===== config.mk =====
export PLATFORM = sky130hd
export DESIGN_NAME = iq_sample_pacer
export DESIGN_NICKNAME = d
export VERILOG_FILES = /design/src/rtl/iq_sample_pacer.sv
export SDC_FILE = /design/constraint.sdc
export NUM_CORES = 1
export LEC_CHECK = 0
export CORE_MARGIN = 2
export CORE_UTILIZATION = 40
export DETAILED_ROUTE_END_ITERATION = 8
export PLACE_DENSITY_LB_ADDON = 0.25
export REMOVE_ABC_BUFFERS = 1
export SLEW_MARGIN = 5
export SYNTH_ARGS = -nofsm -noshare
export SYNTH_HDL_FRONTEND = slang
export SYNTH_SLANG_ARGS = --single-unit

===== constraint.sdc =====
create_clock -name clock -period 6.3 [get_ports clock]
set_input_delay 1.26 -clock clock [delete_from_list [all_inputs] [get_ports clock]]
set_output_delay 1.26 -clock clock [all_outputs]
set_load 0.02 [all_outputs]

===== src/rtl/iq_sample_pacer.sv =====
// iq_sample_pacer: buffers IQ words in a FIFO and re-emits them as paced
// single-cycle strobes at a programmable clock-divided rate, stopping after
// a programmable sample count.
// Optional build macro: IQ_PACER_ZERO_FILL_EN. When it is defined, an
// empty-FIFO slot still strobes, with zero data.
module iq_sample_pacer #(
  parameter int unsigned IQ_WIDTH        = 16,
  parameter int unsigned NUM_CH          = 1,
  parameter int unsigned FIFO_DEPTH_LOG2 = 4,
  parameter int unsigned DIV_WIDTH       = 8
) (
  input  logic                            clock,
  input  logic                            reset,
  input  logic                            enable,
  input  logic                            start,
  input  logic [DIV_WIDTH-1:0]            clk_div,
  input  logic [31:0]                     num_sample,
  input  logic [NUM_CH*2*IQ_WIDTH-1:0]    s_data,
  input  logic                            s_valid,
  output logic                            s_ready,
  output logic [NUM_CH*2*IQ_WIDTH-1:0]    sample_out,
  output logic                            sample_out_strobe,
  output logic [31:0]                     sample_count,
  output logic [FIFO_DEPTH_LOG2:0]        fifo_level,
  output logic                            busy,
  output logic                            done,
  output logic                            underflow
);

  localparam int unsigned DATA_W = NUM_CH * 2 * IQ_WIDTH;
  localparam int unsigned DEPTH  = 1 << FIFO_DEPTH_LOG2;
  localparam int unsigned LVL_W  = FIFO_DEPTH_LOG2 + 1;
  localparam int unsigned PTR_W  = FIFO_DEPTH_LOG2;
  localparam logic [LVL_W-1:0] LVL_FULL  = LVL_W'(DEPTH);
  localparam logic [31:0]      COUNT_MAX = 32'hFFFF_FFFF;

  typedef enum logic [1:0] {
    ST_IDLE = 2'd0,
    ST_RUN  = 2'd1,
    ST_DONE = 2'd2
  } state_t;

  state_t                 r_state;
  state_t                 w_state_next;
  logic [DATA_W-1:0]      r_mem [DEPTH];
  logic [PTR_W-1:0]       r_wr_ptr;
  logic [PTR_W-1:0]       r_rd_ptr;
  logic [DIV_WIDTH-1:0]   r_phase;
  logic [DIV_WIDTH-1:0]   r_div;
  logic [31:0]            r_num;
  logic [31:0]            w_count_inc;
  logic                   w_push;
  logic                   w_pop;
  logic                   w_start_run;
  logic                   w_slot;
  logic                   w_emit;
  logic                   w_zero;
  logic                   w_uf_set;

  // Ready is derived from the registered level, so a full FIFO never pushes
  assign s_ready     = (fifo_level != LVL_FULL);
  assign w_push      = s_valid && s_ready;
  assign w_count_inc = (sample_count == COUNT_MAX) ? sample_count : sample_count + 32'd1;

  // State register
  always_ff @(posedge clock) begin
    if (reset) begin
      r_state <= ST_IDLE;
      busy    <= 1'b0;
      done    <= 1'b0;
    end else begin
      r_state <= w_state_next;
      busy    <= (w_state_next == ST_RUN);
      done    <= (w_state_next == ST_DONE);
    end
  end

  // Next-state and slot decode
  always_comb begin
    w_state_next = r_state;
    w_start_run  = 1'b0;
    w_slot       = 1'b0;
    w_pop        = 1'b0;
    w_emit       = 1'b0;
    w_zero       = 1'b0;
    w_uf_set     = 1'b0;
    case (r_state)
      ST_IDLE, ST_DONE: begin
        if (start) begin
          w_state_next = ST_RUN;
          w_start_run  = 1'b1;
        end
      end
      ST_RUN: begin
        w_slot = enable && (r_phase == r_div);
        if (w_slot) begin
          if (fifo_level != LVL_W'(0)) begin
            w_pop  = 1'b1;
            w_emit = 1'b1;
          end else begin
            w_uf_set = 1'b1;
`ifdef IQ_PACER_ZERO_FILL_EN
            w_emit = 1'b1;
            w_zero = 1'b1;
`endif
          end
        end
        if (w_emit && (r_num != 32'd0) && (w_count_inc == r_num)) begin
          w_state_next = ST_DONE;
        end
      end
      default: w_state_next = ST_IDLE;
    endcase
  end

  // FIFO storage; contents need no reset since pointers gate every read
  always_ff @(posedge clock) begin
    if (w_push) begin
      r_mem[r_wr_ptr] <= s_data;
    end
  end

  // FIFO pointers and occupancy
  always_ff @(posedge clock) begin
    if (reset) begin
      r_wr_ptr   <= '0;
      r_rd_ptr   <= '0;
      fifo_level <= '0;
    end else begin
      if (w_push) r_wr_ptr <= r_wr_ptr + PTR_W'(1);
      if (w_pop)  r_rd_ptr <= r_rd_ptr + PTR_W'(1);
      case ({w_push, w_pop})
        2'b10:   fifo_level <= fifo_level + LVL_W'(1);
        2'b01:   fifo_level <= fifo_level - LVL_W'(1);
        default: fifo_level <= fifo_level;
      endcase
    end
  end

  // Run latches, pacing phase, counters and registered sample output
  always_ff @(posedge clock) begin
    if (reset) begin
      r_phase           <= '0;
      r_div             <= '0;
      r_num             <= '0;
      sample_count      <= '0;
      underflow         <= 1'b0;
      sample_out        <= '0;
      sample_out_strobe <= 1'b0;
    end else begin
      sample_out_strobe <= w_emit;
      if (w_emit) begin
        sample_out <= w_zero ? DATA_W'(0) : r_mem[r_rd_ptr];
      end
      if (w_start_run) begin
        r_phase      <= '0;
        r_div        <= clk_div;
        r_num        <= num_sample;
        sample_count <= '0;
        underflow    <= 1'b0;
      end else begin
        if ((r_state == ST_RUN) && enable) begin
          r_phase <= w_slot ? DIV_WIDTH'(0) : r_phase + DIV_WIDTH'(1);
        end
        if (w_emit)   sample_count <= w_count_inc;
        if (w_uf_set) underflow    <= 1'b1;
      end
    end
  end

endmodule


# ---- Word-level counts from Yosys, hierarchy flattened
# Memory sizes are Yosys's and may differ from the RTL's. A register that Yosys moved wholly into a read port is not among the register bits.
# Index checks and enable logic that the tools add are counted.
dict set report totals {
  register_bits 99
  mem_bits_rw 512
  input_bits 77
  out_inout_bits 74
  wordCells 59
  n_memories 1
}
dict set report classes {
  n_addsub 6
  eq_ne 10
  muxes 19
  n_reduce_logical 11
}
# memory words word_bits rd rd_ports_with_merged_regs write_ports line_no
set mem_list {}
lappend mem_list {r_mem 16 32 1 1 1 45} ;# logic [DATA_W-1:0] r_mem [DEPTH];
# operator count
set ops {}
lappend ops {{$add A32 B1 Y32 const B} 1}
lappend ops {{$eq A32 B32 Y1} 1}
lappend ops {{$eq A32 B32 Y1 const B} 1}
lappend ops {{$mux W32} 1}
lappend ops {{$reduce_bool A32 Y1} 1}
lappend ops {{$mux W1} 13}
lappend ops {{$pmux W5 S2} 1}
lappend ops {{$add A4 B1 Y4 const B} 2}
lappend ops {{$add A8 B1 Y8 const B} 1}
lappend ops {{$eq A8 B8 Y1} 1}
lappend ops {{$mux W8} 1}
lappend ops {{$eq A2 B1 Y1 const B} 3}
lappend ops {{$eq A2 B2 Y1 const B} 3}
lappend ops {{$add A5 B1 Y5 const B} 1}
lappend ops {{$logic_and A1 B1 Y1} 5}
lappend ops {{$ne A5 B5 Y1 const B} 1}
lappend ops {{$reduce_bool A5 Y1} 1}
lappend ops {{$sub A5 B1 Y5 const B} 1}
lappend ops {{$mux W2} 2}
lappend ops {{$pmux W2 S2} 1}
lappend ops {{$reduce_or A2 Y1} 2}
lappend ops {{$logic_not A2 Y1} 1}
lappend ops {{$reduce_bool A2 Y1} 1}

# ---- Logic depth before layout (Yosys ltp)
dict set report depth {
  ltp_word 9
  depth_mapped 14
  depth_no_buf 14
}

# ---- Least setup slack after synthesis
# No wires, ideal clock.
dict set report synth_timing {
  path_type {input -> register}
  from {input port s_valid}
  to {memory r_mem[3][0] in the netlist's numbering (enable)}
  setup_time_ns 0.461
  arrival_time_ns 4.013
  required_time_ns 5.839
  setup_slack_ns 1.826
  cell_stages 4
  path_buffers 1
  cell_sequence {and2_1 clkbuf_1 nand2_1 nor3_1}
}
dict set report synth_via {
  elab_chain_len 3
}
# element line_no
set synth_lines {}
lappend synth_lines {{start, declared} 19} ;# input logic s_valid,
lappend synth_lines {{$logic_and A1 B1 Y1} 62} ;# assign w_push = s_valid && s_ready;
lappend synth_lines {{$mux W1} 118} ;# if (w_push) begin
lappend synth_lines {{$mux W1 (not written as such)} 119} ;# r_mem[r_wr_ptr] <= s_data;
lappend synth_lines {{end, declared} 45}
# Every way passes these cells.

# ---- Worst setup path in the final report
dict set report layout_timing {
  from {register sample_count[10]}
  to {register done}
}
dict set report layout_via {
  elab_chain_len 7
  elab_cells_between_ends 8
  cone_classes {add/sub: 1; eq/ne: 3; mux: 3; reduce/logical: 1}
}
# element line_no
set layout_lines {}
lappend layout_lines {{start, declared} 23} ;# output logic [31:0] sample_count,
lappend layout_lines {{start signal, assigned} 165} ;# if (w_emit) sample_count <= w_count_inc;
lappend layout_lines {{$add A32 B1 Y32 / $eq A32 B32 Y1 (equally long branches)} 63} ;# assign w_count_inc = (sample_count == COUNT_MAX) ? sample_count : sample_count + 32'd1;
lappend layout_lines {{$mux W32 (*)} 63}
lappend layout_lines {{$eq A32 B32 Y1 (*)} 108} ;# if (w_emit && (r_num != 32'd0) && (w_count_inc == r_num)) begin
lappend layout_lines {{$logic_and A1 B1 Y1 (*)} 108}
lappend layout_lines {{$mux W2 (*)} 108}
lappend layout_lines {{$pmux W2 S2 (*)} 87} ;# case (r_state)
lappend layout_lines {{$eq A2 B2 Y1 (*)} 74} ;# done <= (w_state_next == ST_DONE);
lappend layout_lines {{end signal, assigned} 74}
lappend layout_lines {{end, declared} 26} ;# output logic done,
# Mark *: on every way between the ends. The rest lies on a longest branch, timed or not.
# A chain may end at the register's enable or synchronous reset.

==> summary.txt <==
Outcome
  • Status: complete, no violations

Layout
  • Layout Cells excl Fill: approximately 2600
  • Area grow syn2layout: 19.1%
  • Total Nets Final: ~1800
  • Most frequent cells in the layout: edfxtp_1 (512), nand2_1 (191), mux4_2 (160), clkdlybuf4s50_1 (149), dfxtp_1 (127)
  • Final Cell Area: around 30000 um2
  • Layout cells sized above 1: 0.184
  • Commonest non-fill, non-tap cell in the layout: edfxtp_1

Global routing
  • Initial antenna violation count: 2
  • Total GRT Usage: 0.188
  • First-pass GRT wire length: 94200 um
  • Global route total overflow: 0
  • Vias in the first global route: around 15000
  • Largest net degree at the start of global routing: 112

Timing
  • Tcrit/Tclk final: 0.597
  • Max Clock Skew: 25.9 ps
  • Final Hold Fails: 0
  • Slew Limit Fails: 0
  • Unrepaired setup endpoints after global routing: no
  • Min Clock Period, post-route: 3760 ps
  • Slew @ Worst Pin: between 1000 and 1500 ps
  • Max-Slew Margin vs Limit: 0.266
  • TNS Setup: 0 ps
  • Achievable Freq: 266 MHz
  • Finish-stage setup viols: 0
  • Hold_ws: around 450 ps

Critical path
  • Crit path capture type: register
  • Buf+Inv Stages, Crit Path: 0
  • RR Endpoint: done
  • Worst-path cell chain: nand3_1 > nor4_4 > a31oi_1 > xnor2_1 > o2111ai_1 > a2111oi_2 > nand4_1 > o41ai_1
  • Flop2flop setup slack: 2540 ps
  • Critical path class: reg2reg
  • R2R Path Start: sample_count[10]
  • CP required: 6750 ps
  • Slowest stage delay, CP: 800 ps
  • CP delay by family, top: simple AND/OR/NAND/NOR gates
  • Crit path DAT: 4200 ps
  • Worst path slowest cell: nor4_4
  • Crit-path max FO: 12
  • Worst Reg-to-Reg Cells: 8
  • Crit start category: register

Yosys
  • Post-synth EDFFs: 512
  • Synthesized area: between 20000 and 30000 um2
  • #FFs+latches synth: ~640
  • Async SR Flop Fraction: 0
  • Yosys cell types: 67
  • Cell count after synthesis: about 1600
  • Register area share after synthesis: 0.695
  • Ys Warns: 0
  • Syn_area_per_cell: roughly 16 um2
  • Dominant synthesized flop cell: edfxtp_1

Job
  • Max Cap Viol: 0

Floorplanning
  • Placement Rows: 93
  • Die height: 259 um
  • DIE WIDTH: between 200 and 300 um
  • CORE AREA: 64200 um2
  • Full die area: 66800 um2
  • Initial Util: 0.403
  • Top-Level Pins: 151

Clocking
  • CTS resizes: 0
  • Clock transition at path regs: roughly 60 ps
  • Post-CTS setup buffer count: 0
  • CTS buffer count: 70
  • CTS H-tree depth: 3
  • TritonCTS clock tree: yes
  • Clk_lat worst skew: roughly 610 ps
  • Clock Tree Buf Depth: 3
  • Clk root buf: clkbuf_16
  • Post-CTS Hold Buffers: 0
  • Clock sink count: approximately 640

Detailed routing
  • Final wirelength: approximately 62000 um
  • DRC violations left: 0
  • Drt pass-1 iters: 5
  • Antenna Nets Post-Route: 0
  • Via count: approximately 14000
  • Via density: 5.43
  • DR iter-0 viols: 1125
  • Routed length per placed instance: between 20 and 25 um

Placed design
  • IO Port Bufs: 150
  • Placed Cells: 2520
  • Placer Congestion: just under 0.9
  • Post-DP HPWL: approximately 38000 um
  • Placed cell area: approximately 28000 um2

Min path
  • Hold_sp: sample_out[25]
  • Hold Crit Depth: 2
  • Hold Crit Class: reg2reg
  • Hold endpoint: sample_out[25]

Power and ir drop
  • Total power: ~9.3 mW
  • Leakage power: 9.72 nW
  • VDD IR-drop max: between 0.2 and 0.25 mV
  • Cell Pwr Density: 302 nW/um2
final cells by class:
| class | count | area, um2 |
|---|---|---|
| Inverter | 11 | 41.3 |
| Tap cell | 855 | 1070 |
| Timing Repair Buffer | 180 | 1750 |
| Multi-Input combinational cell | 831 | 7580 |
| Clock inverter | 36 | 522 |
| Clock buffer | 89 | 1890 |
| Fill cell | 5412 | 33400 |
| Antenna cell | 1 | 2.50 |
| Sequential cell | 643 | 18000 |
cell usage after synthesis, types with 4 or more instances:
master,instances,share of area
edfxtp_1,512,0.59
nand2_1,191,0.028
mux4_2,160,0.14
dfxtp_1,131,0.10
a21oi_1,92,0.018
nor2_1,84,0.012
clkbuf_1,58,0.0084
xor2_1,51,0.017
xnor2_1,40,0.014
nor3_1,25,0.0048
nand4_1,24,0.0058
nand3_1,18,0.0035
and3_1,16,0.0039
nor4_1,14,0.0034
buf_2,13,0.0025
buf_1,12,0.0017
ha_1,11,0.0053
inv_1,11,0.0016
a31oi_1,8,0.0019
o21ai_0,8,0.0015
nand2b_1,7,0.0017
or3_1,7,0.0017
and2_1,6,0.0014
and4_1,6,0.0020
buf_4,5,0.0014
a211oi_1,4,0.0012
buf_6,4,0.0017
nor2b_1,4,0.00097
nor3b_1,4,0.0012
worst min-delay path: stages (launching register included):
cell	delay [ps]
dfxtp_1	310
nand2_1	50
a21oi_1	50
worst max path at each step:
stage                    endpoint              from  slack [ps]  cells after the start
floorplan           sample_out[0]       r_rd_ptr[0]        -430                      4
global placement    fifo_level[4]            enable        2080                     14
detailed placement  fifo_level[4]            enable        2050                     14
CTS                       s_ready     fifo_level[0]        2580                      3
global route                 done  sample_count[13]        2250                      8
finish                       done  sample_count[10]        2540                      8
registers in the layout, indices dropped and copies added (netlist names):
register and count:
r_rd_ptr 4, underflow 1, r_num 32, done 1, busy 1, sample_out_strobe 1, r_wr_ptr 4, r_phase 8
r_div 8, r_mem 512, fifo_level 5, sample_count 32, r_state 2, sample_out 32
through the flow:
stage,setup WS (ps),util
finish,2540,0.481
detailed placement,2050,0.443
global route,2250,0.481
global placement,2080,0.443
CTS,2580,0.481
floorplan,-434,-
layer usage:
metal  wire length (um)  track usage  vias to the layer above
met2              31100        0.316                      401
li1                   -            -                     6434
met5                 13            0                        -
met4               1240       0.0501                        2
met3               3030       0.0323                       89
met1              26900        0.255                     7445
report_power, final:
group | switching (mW) | total (mW) | internal [mW]
sequential | 0.0370 | 4.68 | 4.64
combinational | 0.227 | 0.395 | 0.168
clock | 1.66 | 4.25 | 2.59
kinds of logic (layout without fill, tap and decap cells):
| family | Yosys count | after routing | share of synthesized area |
|---|---|---|---|
| simple gates | 424 | 424 | 0.0782 |
| other cells | 0 | 1 | 0 |
| mux | 163 | 163 | 0.140 |
| fa+ha+maj | 12 | 12 | 0.00608 |
| compound gates | 140 | 140 | 0.0317 |
| flops | 643 | 643 | 0.695 |
| buf+inv | 103 | 316 | 0.0174 |
| xor+xnor | 92 | 92 | 0.0316 |
Power figures use the tool's default switching activity.
